===== config.mk =====
export PLATFORM = sky130hd
export DESIGN_NAME = pc_redirect_ctrl
export DESIGN_NICKNAME = d
export VERILOG_FILES = /design/src/rtl/cpu_pkg.sv /design/src/rtl/hazard_detect.sv /design/src/rtl/pc_redirect_ctrl.sv
export SDC_FILE = /design/constraint.sdc
export NUM_CORES = 1
export LEC_CHECK = 0
export ABC_AREA = 1
export BUFFER_PORTS_ARGS = -buffer_cell sky130_fd_sc_hd__buf_2
export CAP_MARGIN = 15
export CORE_AREA = 2 2 59 61
export DETAILED_ROUTE_END_ITERATION = 8
export DIE_AREA = 0 0 61 63
export PLACE_DENSITY = 0.53
export SLEW_MARGIN = 20
export SYNTH_ARGS = -nofsm -noshare
export SYNTH_HDL_FRONTEND = slang
export SYNTH_HIERARCHICAL = 1
export SYNTH_SLANG_ARGS = --single-unit

===== constraint.sdc =====
create_clock -name clk -period 2.5 [get_ports clk]
set_input_delay 0.25 -clock clk [delete_from_list [all_inputs] [get_ports clk]]
set_output_delay 0.25 -clock clk [all_outputs]
set_load 0.01 [all_outputs]

===== src/rtl/cpu_pkg.sv =====
// Shared front-end control definitions: PC redirect select encodings and
// the interrupt-acceptance FSM state type.
package cpu_pkg;

    localparam logic [2:0] PCSRC_EXC  = 3'b000;
    localparam logic [2:0] PCSRC_IRQ  = 3'b001;
    localparam logic [2:0] PCSRC_JIMM = 3'b010;
    localparam logic [2:0] PCSRC_JREG = 3'b011;
    localparam logic [2:0] PCSRC_SEQ  = 3'b100;

    typedef enum logic [1:0] {
        IDLE   = 2'd0,
        WAIT   = 2'd1,
        ENTER  = 2'd2,
        KERNEL = 2'd3
    } irq_state_e;

endpackage


===== src/rtl/hazard_detect.sv =====
// Load-use hazard detection between the EX load and the ID consumer.
// Kept standalone so the forwarding unit can share it.
module hazard_detect #(
    parameter int REG_W = 5
) (
    input  logic             ex_memread,
    input  logic [REG_W-1:0] ex_rt,
    input  logic [REG_W-1:0] id_rs,
    input  logic [REG_W-1:0] id_rt,
    input  logic             id_uses_rt,
    output logic             luh
);

    // Register zero is hardwired, so a load into it never creates a hazard.
    assign luh = ex_memread && (ex_rt != '0) &&
                 ((ex_rt == id_rs) || (id_uses_rt && (ex_rt == id_rt)));

endmodule


===== src/rtl/pc_redirect_ctrl.sv =====
// PC redirect arbitration for the IF/ID front end, with the interrupt
// acceptance FSM that only admits an IRQ at a safe point in user mode.
module pc_redirect_ctrl
    import cpu_pkg::*;
#(
    parameter int LAT_W = 8,
    parameter int REG_W = 5
) (
    input  logic             clk,
    input  logic             reset,
    input  logic             IRQ,
    input  logic             PC31,
    input  logic             id_undef,
    input  logic             id_jump_imm,
    input  logic             id_jump_reg,
    input  logic             id_branch_taken,
    input  logic [REG_W-1:0] id_rs,
    input  logic [REG_W-1:0] id_rt,
    input  logic             id_uses_rt,
    input  logic             ex_memread,
    input  logic [REG_W-1:0] ex_rt,
    output logic [2:0]       PCSrc,
    output logic             stall,
    output logic             isJump,
    output logic             isBranch,
    output logic             epc_we,
    output logic [LAT_W-1:0] irq_latency
);

    irq_state_e       state_q;
    logic             shadow_q;
    logic [LAT_W-1:0] lat_q;

    logic luh;
    logic exc;
    logic irq_fire;
    logic irq_ok;

    hazard_detect #(.REG_W(REG_W)) u_hazard (
        .ex_memread (ex_memread),
        .ex_rt      (ex_rt),
        .id_rs      (id_rs),
        .id_rt      (id_rt),
        .id_uses_rt (id_uses_rt),
        .luh        (luh)
    );

    // Undefined instructions in kernel mode are ignored rather than trapped.
    assign exc      = id_undef && !PC31;
    assign irq_fire = (state_q == ENTER) && !PC31;

    assign irq_ok = IRQ && !PC31 && !shadow_q && !luh && !id_undef &&
                    !id_jump_imm && !id_jump_reg && !id_branch_taken;

    always_comb begin
        PCSrc    = PCSRC_SEQ;
        stall    = 1'b0;
        isJump   = 1'b0;
        isBranch = 1'b0;
        epc_we   = 1'b0;
        if (exc) begin
            PCSrc  = PCSRC_EXC;
            epc_we = 1'b1;
        end else if (irq_fire) begin
            PCSrc  = PCSRC_IRQ;
            epc_we = 1'b1;
        end else if (luh) begin
            stall = 1'b1;
        end else if (id_jump_reg) begin
            PCSrc  = PCSRC_JREG;
            isJump = 1'b1;
        end else if (id_jump_imm) begin
            PCSrc  = PCSRC_JIMM;
            isJump = 1'b1;
        end else if (id_branch_taken) begin
            isBranch = 1'b1;
        end
    end

    assign irq_latency = lat_q;

    always_ff @(posedge clk or posedge reset) begin
        if (reset) begin
            state_q  <= IDLE;
            shadow_q <= 1'b0;
            lat_q    <= '0;
        end else begin
            shadow_q <= isJump || isBranch || exc;
            case (state_q)
                IDLE: begin
                    if (IRQ && !PC31) begin
                        state_q <= WAIT;
                        lat_q   <= '0;
                    end
                end
                WAIT: begin
                    if (!(&lat_q)) lat_q <= lat_q + LAT_W'(1);
                    if (!IRQ || PC31)  state_q <= IDLE;
                    else if (irq_ok)   state_q <= ENTER;
                end
                // A colliding exception defers entry; once PC31 is set the entry is dropped.
                ENTER: begin
                    if (!exc) state_q <= KERNEL;
                end
                KERNEL: begin
                    if (!PC31) state_q <= IDLE;
                end
                default: state_q <= IDLE;
            endcase
        end
    end

endmodule


-- Word level (Yosys, flattened, before mapping)
Cells that the tools add are included.
- register bits after elaboration: 11
- bits of input ports: 25
- output and inout port bits: 15
- word-level logic and storage cells: 74
- $add $sub $neg: 1
- equal/unequal tests: 10
- mux-type cells: 30
- reductions and logical operators: 30
- operators with widths (kind ; count):
    two-way mux 1 bit ; 16
    two-way mux 8 bit ; 2
    one-hot mux 8 bit (2 select lines) ; 1
    two-way mux 3 bit ; 5
    logical AND 1 bit ; 12
    equality test 5 bit ; 2
    two-way mux 2 bit ; 5
    adder 8 x 1 -> 8 bit (second input constant) ; 1
    zero test 1 bit ; 8
    inequality test 2 bit (second input constant) ; 4
    one-hot mux 2 bit (4 select lines) ; 1
    AND reduction 8 bit ; 1
    nonzero test 5 bit ; 1
    equality test 2 bit (second input constant) ; 2
    logical OR 1 bit ; 4
    AND reduction 4 bit ; 1
    inequality test 3 bit (second input constant) ; 1
    AND reduction 3 bit ; 1
    equality test 2 x 1 -> 1 bit (second input constant) ; 1
    zero test 2 bit ; 1
    nonzero test 2 bit ; 1

-- Depth between registers and ports, before layout
Gate-level depths: netlist of the first run.
- word-level depth: 13
- gate-level depth with buffers: 12
- depth with buffers taken out: 12

-- Cells and area by module
Netlist of the first run, hierarchy kept.
- modules (own cells, without submodules) (module ; instances ; cells an instance ; area each (µm²) ; sequential area each (µm²)):
    pc_redirect_ctrl ; 1 ; 109 ; 732.0 ; 275.3
    hazard_detect ; 1 ; 52 ; 206.4 ; 0.0

-- Least setup slack after synthesis of the first run
Ideal clock, no wire load.
- kind: register to register
- start: reg lat_q[0] (netlist: irq_latency[0])
- end: reg lat_q[5] (netlist: irq_latency[5])
- library setup time: 0.074 ns
- data arrival time: 1.278 ns
- required time: 2.426 ns
- path slack: 1.148 ns
- stages on the path, launching flop included: 9
- path buffers: 1
- clock period less this slack: 1.352 ns
- path through: dfrtp_1 ha_1 nand2_1 nor2_2 nand2_2 o21ai_2 buf_6 nand2_1 o21ai_2
- cells in the longest elaborated chain, start to end: 3
- elaborated cells on any way between the ends: 6
- those cells by class: 1 x add/sub; 1 x eq/ne; 2 x mux; 2 x reduce/logical
- RTL lines (what ; RTL line ; RTL):
    from (decl) ; pc_redirect_ctrl.sv:32 ; logic [LAT_W-1:0] lat_q;
    from (signal assigned) ; pc_redirect_ctrl.sv:97 ; if (!(&lat_q)) lat_q <= lat_q + LAT_W'(1);
    adder 8 x 1 -> 8 bit or AND reduction 8 bit (tied branches) ; pc_redirect_ctrl.sv:97 ;
    two-way mux 8 bit or inequality test 2 bit (tied branches) ; -- ;
    one-hot mux 8 bit (2 select lines) or AND reduction 3 bit (tied branches) ; -- ;
Parallel ways exist; a longest one is shown, timed or not. The select of a mux whose other input is x is not followed.
A chain may end at the register's enable or synchronous reset.

-- Worst setup path in the final report of the first run
- start: in ex_rt[1]
- end: out isBranch
- cells in the longest elaborated chain, start to end: 7
- elaborated cells on any way between the ends: 10
- those cells by class: 2 x eq/ne; 3 x mux; 5 x reduce/logical
- RTL lines (what ; RTL line ; RTL):
    from (decl) ; pc_redirect_ctrl.sv:21 ; input logic [REG_W-1:0] ex_rt,
    equality test 5 bit ; hazard_detect.sv:16 ; ((ex_rt == id_rs) || (id_uses_rt && (ex_rt == id_rt)));
    logical AND 1 bit ; hazard_detect.sv:16 ;
    logical OR 1 bit ; hazard_detect.sv:16 ;
    logical AND 1 bit (*) ; hazard_detect.sv:15 ; assign luh = ex_memread && (ex_rt != '0) &&
    named net luh ; pc_redirect_ctrl.sv:34 ; logic luh;
    two-way mux 1 bit (*) ; pc_redirect_ctrl.sv:67 ; end else if (luh) begin
    two-way mux 1 bit (*) ; pc_redirect_ctrl.sv:64 ; end else if (irq_fire) begin
    two-way mux 1 bit (*) ; pc_redirect_ctrl.sv:61 ; if (exc) begin
    to (decl) ; pc_redirect_ctrl.sv:25 ; output logic isBranch,
Mark *: on every way through the listed nets, which the timed path passes. The rest lies on a longest branch.

==> out/results.ini, run 1 <==
[sta]
grt_setup_unrepaired = no
finalMaxSlewViolations = 0
fin_worst_skew_ns = 0.00280
slew_headroom_pct = 68.1
setup_viol_count_final = 0
tns_ns = 0
worst_pin_slew_ns = 0.478
hold_violations = 0
fin_crit_ns = 1.61
max_freq_mhz = 620
period_share_pct = 64.5

[yosys]
yosysUniqueCellTypes = 18
yosysSeqAreaShare_pct = 29.3
synth_area_um2 = 938
synth_warnings = 6
synth.net_count = 187
netlist_instances = 161
ys_ff_latch = 11
synth.avg_cell_area_um2 = 5.83

[routing]
wirelength_mm = 2.17
drt_iter0_drc = 48
drtPass1Iterations = 4
avgRoutedWirePerCell_um = 8.67
drtAntennaViolNets = 0
drc = 0
vias = 1042
via_per_inst = 4.17

[grt]
antenna_found_initial = 0
grtUsageTotal_pct = 12.9
grt_pass1_vias = 999
grt_max_degree = 12
grt_pass1_wl_mm = 3.93
overflow = 0

[clock_tree]
h-tree-depth = 1
worstSkewPairLatency_ns = 0.28
clk_pin_slew_ns = 0.08
cts_sinks = 11
cts_setup_buffers = 0
cts_root_buf = clkbuf_4
cts_resized = 0
clockBufferDepth = 2
cts_inserted_buffers = 3
postCtsHoldBufs = 1
cts_tree = done

[power_and_ir_drop]
power.net_switching_mw = 0.408
seqPwrFrac_pct = 36.5
swShare_pct = 47.3
power.internal_mw = 0.454
p_leak_nw = 0.750
max-vdd-ir-drop_uv = 470
power.density_mw_per_mm2 = 709
combPwrFrac_pct = 48.9
pwr-share-clk_pct = 14.6

[critical_path]
crit_path_start_kind = input pin
crit_fanout = 4
cp.arrival_ns = 1.36
crit_type = in -> out
crit_required_ns = 2.25
end_kind = primary output

[die]
core_area_mm2 = 0.00323
fp-row-count = 21
io_pins = 40
die_w_um = 61
start_util_pct = 29.0
die_h_um = 63
die_area_mm2 = 0.00384

[place]
dp_cells = 245
routabilityCongestion = 0.763
portBuffers = 39
hpwlAfterDp_mm = 1.76

[layout]
nets = 231
diodes = 0
seqCellArea_um2 = 275
final_layout_size_suffix_gt1_share_pct = 27.5
syn_to_final_growth_pct = 29.7
instances_no_fill = 250
multi_input_area_um2 = 536
fill_cells = 369

[min_path]
hp-class = in -> reg

[run_status]
status = complete, no violations

[flow_run]
maxCapViolCount = 0

==> layout make-up <==
cell class / instances / share of cell area (%)
clock inverter: 1 / 0.411
inverter: 31 / 9.56
timing repair buffer: 40 / 16.9
sequential: 11 / 22.6
tap: 46 / 4.73
clock buffer: 3 / 1.85
multi-input combinational: 118 / 44.0
==> cell usage after synthesis <==
cell type | count | area [um^2]
or2_2 | 1 | 6.26
nand3_1 | 18 | 90.1
nand2_2 | 2 | 12.5
xor2_1 | 3 | 26.3
nor2_1 | 20 | 75.1
inv_1 | 26 | 97.6
o21ai_2 | 4 | 35.0
dfrtp_1 | 11 | 275
inv_2 | 5 | 18.8
buf_6 | 1 | 11.3
ha_1 | 1 | 12.5
nor2_2 | 1 | 6.26
o21ai_0 | 3 | 15.0
nand2_1 | 60 | 225
o21ai_1 | 1 | 5.00
a21oi_1 | 2 | 10.0
a21boi_0 | 1 | 7.51
xnor2_1 | 1 | 8.76
==> per-layer routing <==
| layer | vias up | wire length, um | GRT usage [%] |
|---|---|---|---|
| li1 | 571 | - | - |
| met1 | 452 | 1070 | 17.4 |
| met2 | 19 | 1020 | 20.8 |
| met3 | 0 | 78 | 2.48 |
| met4 | 0 | 0 | 3.26 |
| met5 | - | 0 | 0 |
==> flip-flops by register name, summed over array words and instances (netlist names), named ones only <==
register,cells
state_q,1
irq_latency,8
shadow_q,1
==> power by group through the flow <==
stage | clock [mW] | combinational, mW | sequential (mW)
CTS | 0.134 | 0.429 | 0.313
finish | 0.126 | 0.422 | 0.315
global route | 0.143 | 0.488 | 0.325
floorplan | 0 | 0.299 | 0.320
detailed placement | 0 | 0.429 | 0.315
global placement | 0 | 0.426 | 0.322
==> metrics by stage <==
stage	setup WS, ns	utilization, %	instance area (um^2)	hold slack, ns	power [mW]
2_1_floorplan	1.15	-	938	0.102	0.619
3_3_place_gp	0.897	36.5	1180	0.269	0.747
3_5_place_dp	0.882	36.5	1180	0.280	0.744
4_1_cts	0.874	37.7	1220	0.279	0.876
5_1_grt	0.682	37.7	1220	0.307	0.956
6_report	0.888	37.7	1220	0.284	0.863
==> cell usage in the layout (no fill, tap or decap) <==
cell type | Yosys | final
a21boi_0 | 1 | 1
clkbuf_4 | 0 | 3
a21oi_1 | 2 | 2
nand2_1 | 60 | 60
clkinv_2 | 0 | 1
dfrtp_1 | 11 | 11
nand3_1 | 18 | 18
buf_2 | 0 | 39
inv_2 | 5 | 5
or2_2 | 1 | 1
xor2_1 | 3 | 3
o21ai_1 | 1 | 1
nor2_1 | 20 | 20
o21ai_2 | 4 | 4
o21ai_0 | 3 | 3
nand2_2 | 2 | 2
inv_1 | 26 | 26
nor2_2 | 1 | 1
xnor2_1 | 1 | 1
dlygate4sd3_1 | 0 | 1
ha_1 | 1 | 1
==> critical path, stage by stage <==
cell and delay [ns]:
buf_2 0.12, nand2_1 0.06, nand2_1 0.05, nor2_1 0.11
nand3_1 0.09, a21oi_1 0.20, inv_1 0.10, nand2_1 0.09
nor2_1 0.04, nand2_1 0.07, inv_1 0.04, buf_2 0.13
==> logic make-up after synthesis <==
family	Yosys count	synth area share, %
adders and majority gates	1	1.33
and+or+nand+nor	102	44.3
AOI/OAI and AO/OA	11	7.73
xor gates and xnor gates	4	3.73
buffers and inverters	32	13.6
DFF	11	29.3
==> worst paths after layout <==
check	from	endpoint	slack (ns)	cells past startpoint
setup / recovery	ex_rt[1]	isBranch	0.89	12
hold / removal	id_undef	shadow_q	0.28	3
setup reg to reg	irq_latency[0]	irq_latency[3]	0.98	8
hold reg to reg	irq_latency[1]	irq_latency[1]	0.55	2
max in group asynchronous	reset	irq_latency[4]	1.69	3
min in group asynchronous	reset	irq_latency[1]	0.51	3
Power figures use the tool's default switching activity.
==> inputs of run 2 (changes only) <==
- ABC_AREA: 1 -> 0
- CORE_AREA: 2 2 59 61 -> 2 2 57 59
- DIE_AREA: 0 0 61 63 -> 0 0 59 61
- PLACE_DENSITY: 0.53 -> 0.55
- clock period: 2.5 -> 1.4 ns (I/O delays scaled with it)
==> run 2 against run 1 <==
  * The run now ends with setup timing left
  * Design area rose by 33%
  * Non-clock buffer count rose by 37
  * Sequential power increased by 28%
  * Clock power increased by 72%
  * Hold slack got worse by 0.11 ns
  * Global-route usage grew 3.7 points
  * Clock skew rose by 0.0026 ns
  * Total power increased by 27%
  * Combinational power up 13%
  * Register-to-register slack got worse by 1.2 ns
  * Routed wire length is 29% higher
  * Setup slack got worse by 1.1 ns
  * Critical path type unchanged
  * Critical endpoint unchanged
  * Largest cell class unchanged
==> out/results.ini, run 2 <==
[run_status]
status = complete, but fails checks
violations = setup timing

[sta]
max_freq_mhz = 629
fin_crit_ns = 1.59
finalMaxSlewViolations = 0  ; unchanged
fin_worst_skew_ns = 0.00539  ; +0.00258 ns
period_share_pct = 114
setup_viol_count_final = 13  ; +13
grt_setup_unrepaired = yes
timing.final.ws_setup_ns = -0.190  ; -1.08 ns
tns_ns = -1.63  ; -1.63 ns
hold_violations = 0  ; unchanged
worst_pin_slew_ns = 0.460  ; -0.0178 ns
slew_headroom_pct = 69.3  ; +1.2 points

[routing]
via_per_inst = 5.04  ; +21%
drt_iter0_drc = 13  ; -73%
avgRoutedWirePerCell_um = 12.7  ; +46%
drtAntennaViolNets = 0  ; unchanged
vias = 1108  ; +6.3%
wirelength_mm = 2.79  ; +29%
drc = 0  ; unchanged
drtPass1Iterations = 5  ; +1

[place]
routabilityCongestion = 0.806  ; +5.6%
portBuffers = 39  ; unchanged
dp_worst_setup_slack_ns = -0.295  ; -1.18 ns
hpwlAfterDp_mm = 1.94  ; +11%

[layout]
multi_input_area_um2 = 697  ; +30%
final_common_cell = buf_2
nets = 214  ; -7.4%
seqCellArea_um2 = 278  ; +0.91%
fill_cells = 288  ; -22%
final_layout_size_suffix_gt1_share_pct = 60.4  ; +33 points
largest_reg_flops = 8  ; unchanged
syn_to_final_growth_pct = 89.4
final_cell_mix = buf_2, buf_4, buf_6, dfrtp_1
diodes = 0  ; unchanged

[yosys]
synth_area_leaders = dfrtp_1, xor2_1, a21oi_1
synth_area_um2 = 852  ; -9.2%
yosys.area.top_type = dfrtp_1
yosysUniqueCellTypes = 30  ; +12
yosysSeqAreaShare_pct = 32.3  ; +3.0 points
ys_ff_latch = 11  ; unchanged
ys_top_cells_by_count = a21oi_1, dfrtp_1, nor2_1
synth_warnings = 6  ; unchanged
synth_top_area_share_pct = 32.3  ; +3.0 points
netlist_instances = 107  ; -34%
synth_ff_type = dfrtp_1
async_flop_share_pct = 100  ; unchanged
synth.net_count = 133  ; -29%
synth_edf_count = 0  ; unchanged
synth.avg_cell_area_um2 = 7.96  ; +37%

[critical_path]
cp.arrival_ns = 1.45  ; +0.09 ns
crit_path_start_kind = input pin
r2r_end = irq_latency[4]
r2r_slack_ns = -0.18  ; -1.16 ns
end_kind = primary output
startpoint = ex_rt[3]
crit_fanout = 3  ; -1
r2r_start = irq_latency[1]
crit_required_ns = 1.26  ; -0.99 ns
worstSetupEndpoint = isBranch
crit_type = in -> out
r2r_cells = 5  ; -3

[flow_run]
maxCapViolCount = 0  ; unchanged

[clock_tree]
cts_inserted_buffers = 3  ; unchanged
h-tree-depth = 1  ; unchanged
cts_tree = done
clockBufferDepth = 2  ; unchanged
cts_sinks = 11  ; unchanged
clk_pin_slew_ns = 0.07  ; about the same
cts_root_buf = clkbuf_4
worstSkewPairLatency_ns = 0.27  ; about the same

[die]
die_area_mm2 = 0.00360  ; -6.3%
fp-row-count = 20  ; -4.8%
start_util_pct = 28.9  ; -0.18 points
core_area_mm2 = 0.00295  ; -8.6%
die_w_um = 59  ; -3.3%
die_h_um = 61  ; -3.2%
io_pins = 40  ; unchanged

[grt]
overflow = 0  ; unchanged
antenna_found_initial = 0  ; unchanged
grt_pass1_wl_mm = 4.57  ; +16%
grtUsageTotal_pct = 16.7  ; +3.7 points
grt_pass1_vias = 1097  ; +9.8%
grt_max_degree = 12  ; unchanged

[min_path]
hp-class = in -> reg
worstHoldPathCells = 3  ; unchanged

[power_and_ir_drop]
power.density_mw_per_mm2 = 679  ; -4.2%
power.total_mw = 1.10  ; +27%
p_leak_nw = 0.773  ; +3.1%
max-vdd-ir-drop_uv = 304  ; -35%

## run 2: cell count changes in the layout (fill, tap and decap cells not counted), moves of 6 or more
| cell | previous run | this run |
|---|---|---|
| nand2_1 | 60 | 6 |
| buf_4 | 0 | 30 |
| inv_1 | 26 | 8 |
| nand3_1 | 18 | 2 |
| nor2_1 | 20 | 8 |
| buf_6 | 0 | 10 |
| a21oi_2 | 0 | 6 |
## run 2: timing repair
action                                  CTS  global route
resized for setup                        31            19
pin swaps                                25             8
endpoints found under the hold margin    11             0
endpoints found under the setup margin   17            18
hold buffers                              1             0
setup buffers                            16             5
gates cloned                              0             0
## run 2: cell families (layout without fill, tap and decap cells)
| logic type | after synthesis | after routing | share of synthesized area (%) |
|---|---|---|---|
| and+or+nand+nor | 44 | 44 | 28.8 |
| DFF | 11 | 11 | 32.3 |
| muxes | 2 | 2 | 2.35 |
| xor gates and xnor gates | 10 | 10 | 10.3 |
| buffers and inverters | 10 | 90 | 4.55 |
| AOI/OAI and AO/OA | 29 | 29 | 20.3 |
| adders and majority gates | 1 | 1 | 1.47 |
## run 2: final cells by class
class,count,area share (%)
multi-input combinational,86,43.2
timing repair buffer,77,33.3
sequential,11,17.2
tap,33,2.56
inverter,9,2.09
clock buffer,4,1.63
## run 2: worst max-delay path: stages
cell and delay [ns]:
buf_8 0.10, or4_4 0.53, o21ai_2 0.14, a21oi_2 0.06, nor3_2 0.15, nand2_1 0.11
nor2_1 0.09, buf_2 0.13
## run 2: worst min-delay path by stage
stage                                from                         end  slack (ns)
final                                 IRQ                        flop        0.17
after global routing      id_branch_taken                        flop        0.18
after CTS                             IRQ                        flop        0.16
after detailed placement            reset              irq_latency[3]        0.17
after global placement              reset              irq_latency[3]        0.17
after floorplan                     reset  asynchronous set/reset pin      -0.008
## run 2: layer usage
metal	wire, um	share of wire [%]	track usage, %
met1	1150	41	18.2
met2	1470	53	31.9
met3	155	5.6	2.56
met4	14	0.50	6.82
met5	0	0	0
## run 2: power breakdown
group	internal, mW	switching [mW]	leakage (nW)	total (mW)
combinational	0.252	0.224	0.615	0.476
clock	0.110	0.107	0.0150	0.217
sequential	0.355	0.0470	0.143	0.402
## run 2: metrics by stage
stage,instance area [um^2],instances,util [%],hold slack [ns]
floorplan,865,107,-,-0.00763
global placement,1260,200,42.7,0.173
detailed placement,1260,200,42.7,0.174
CTS,1520,217,51.4,0.157
global route,1610,220,54.7,0.176
finish,1610,220,54.7,0.173
==> inputs of run 3 (changes only) <==
- CTS_BUF_LIST: default -> sky130_fd_sc_hd__clkbuf_8
==> run 3 against run 2 <==
  * Critical path depth stayed put
  * Die area stayed put
  * Critical endpoint unchanged
  * First-iteration DRC count is 85% higher
  * The flow still finishes with violations (setup timing)
  * Highest routed layer unchanged
  * Via count is 2.3% lower
  * Routed wire length is 0.14% lower
==> out/results.ini, run 3 (same netlist as run 2, synthesis figures left out) <==
[routing]
via_per_inst = 4.99  ; -0.91%
highest_layer = met4
drtPass1Iterations = 4  ; -1
drtAntennaViolNets = 0  ; unchanged
wl_met1_mm = 1.10  ; -3.7%
wl_met3_um = 154  ; -0.65%
dr_wl_met2_mm = 1.48  ; +0.61%
wirelength_mm = 2.78  ; -0.14%
vias = 1083  ; -2.3%
drt_iter0_drc = 24  ; +11
avgRoutedWirePerCell_um = 12.8  ; +1.2%
drc = 0  ; unchanged

[die]
start_util_pct = 28.9  ; unchanged
fp-row-count = 20  ; unchanged
die_w_um = 59  ; unchanged
die_area_mm2 = 0.00360  ; unchanged
core_area_mm2 = 0.00295  ; unchanged
io_pins = 40  ; unchanged
die_h_um = 61  ; unchanged

[sta]
period_share_pct = 113  ; about the same
slew_headroom_pct = 70.6  ; +1.3 points
finalMaxSlewViolations = 0  ; unchanged
timing.final.ws_setup_ns = -0.188  ; +0.00156 ns
hold_violations = 0  ; unchanged
max_freq_mhz = 630  ; about the same
fin_crit_ns = 1.59  ; -0.00156 ns
setup_viol_count_final = 11  ; -2
grt_setup_unrepaired = yes
fin_worst_skew_ns = 0.00221  ; -0.00318 ns
worst_pin_slew_ns = 0.440  ; -0.0196 ns

[min_path]
hp-class = in -> reg

[place]
hpwlAfterDp_mm = 1.94  ; unchanged
portBuffers = 39  ; unchanged
routabilityCongestion = 0.806  ; unchanged
dp_worst_setup_slack_ns = -0.295  ; unchanged

[grt]
overflow = 0  ; unchanged
grtUsageTotal_pct = 16.2  ; -0.49 points
grt_pass1_vias = 1094  ; -0.27%
grt_max_degree = 12  ; unchanged
grt_pass1_wl_mm = 4.43  ; -3.2%
antenna_found_initial = 0  ; unchanged

[clock_tree]
clk_pin_slew_ns = 0.05  ; -0.02 ns
cts_inserted_buffers = 3  ; unchanged
worstSkewPairLatency_ns = 0.24  ; -0.03 ns
clockBufferDepth = 2  ; unchanged
cts_sinks = 11  ; unchanged
cts_tree = done
cts_root_buf = clkbuf_8
h-tree-depth = 1  ; unchanged

[critical_path]
cp.arrival_ns = 1.45  ; about the same
end_kind = primary output
crit_fanout = 3  ; unchanged
crit_path_start_kind = input pin
worstPathCellList = buf_8 > or4_4 > o21ai_2 > a21oi_2 > nor3_2 > nand2_1 > nor2_1 > buf_2
cp_slowest_cell = or4_4
slowest_delay_ns = 0.53  ; about the same
crit_type = in -> out
crit_required_ns = 1.26  ; about the same

[power_and_ir_drop]
p_leak_nw = 0.769  ; -0.45%
power.total_mw = 1.20  ; +9.7%
power.density_mw_per_mm2 = 742  ; +9.2%
max-vdd-ir-drop_uv = 307  ; +1.0%

[layout]
fill_cells = 280  ; -2.8%
diodes = 0  ; unchanged
nets = 211  ; -1.4%
final_layout_size_suffix_gt1_share_pct = 61.4  ; +0.99 points
final_cell_mix = buf_2, buf_4, buf_6, inv_1
final_common_cell = buf_2
multi_input_area_um2 = 706  ; +1.3%
seqCellArea_um2 = 279  ; +0.45%
largest_reg_flops = 8  ; unchanged
syn_to_final_growth_pct = 90.2
postLayoutCoreUtil_pct = 54.9  ; +0.21 points

[run_status]
status = complete, but fails checks
violations = setup timing

[flow_run]
maxCapViolCount = 0  ; unchanged

run 3: area by class of cell:
class	instances	share of cell area, %
clock buffers	3	2.55
clock inverters	1	0.232
inverters	9	2.08
multi-input cells	86	43.6
flip-flops and latches	11	17.2
well taps	33	2.55
repair buffers	74	31.8
run 3: critical path: cells and delay by family:
family	cells	cell delay, ns
and+or+nand+nor	4	0.88
buffers and inverters	2	0.23
AOI/OAI and AO/OA	2	0.19
run 3: layer usage:
layer | global-route usage, % | vias up
met5 | 0 | -
met4 | 7.14 | 0
met3 | 2.56 | 5
met2 | 30.6 | 39
met1 | 17.7 | 498
li1 | - | 541
run 3: power breakdown:
| part | switching (mW) | internal [mW] |
|---|---|---|
| Clock | 0.125 | 0.193 |
| Combinational | 0.226 | 0.254 |
| Sequential | 0.0462 | 0.357 |
run 3: final timing paths:
| check | cells after the start | endpoint | slack, ns | startpoint |
|---|---|---|---|---|
| hold / removal | 3 | flop | 0.20 | IRQ |
| hold reg to reg | 3 | flop | 0.55 | shadow_q |
| setup / recovery | 8 | isBranch | -0.19 | ex_rt[3] |
| min in group asynchronous | 3 | irq_latency[6] | 0.44 | reset |
| max in group asynchronous | 3 | irq_latency[3] | 0.63 | reset |
| setup reg to reg | 5 | irq_latency[4] | -0.16 | irq_latency[1] |
run 3: timing repair:
action / in CTS / in global routing
hold buffers: 1 / 0
endpoints found under the setup margin: 17 / 18
cloned: 0 / 0
resized for setup: 29 / 24
pin swaps: 20 / 8
hold endpoints to repair: 11 / 0
buffers inserted: 13 / 4
run 3: per-stage QoR:
step	area, um^2	instances	TNS (ns)	hold slack, ns
floorplan	865	107	-0.580	-0.00763
CTS	1520	216	-1.65	0.192
global placement	1260	200	-2.25	0.173
global route	1620	217	-2.54	0.218
detailed placement	1260	200	-2.52	0.174
finish	1620	217	-1.54	0.201
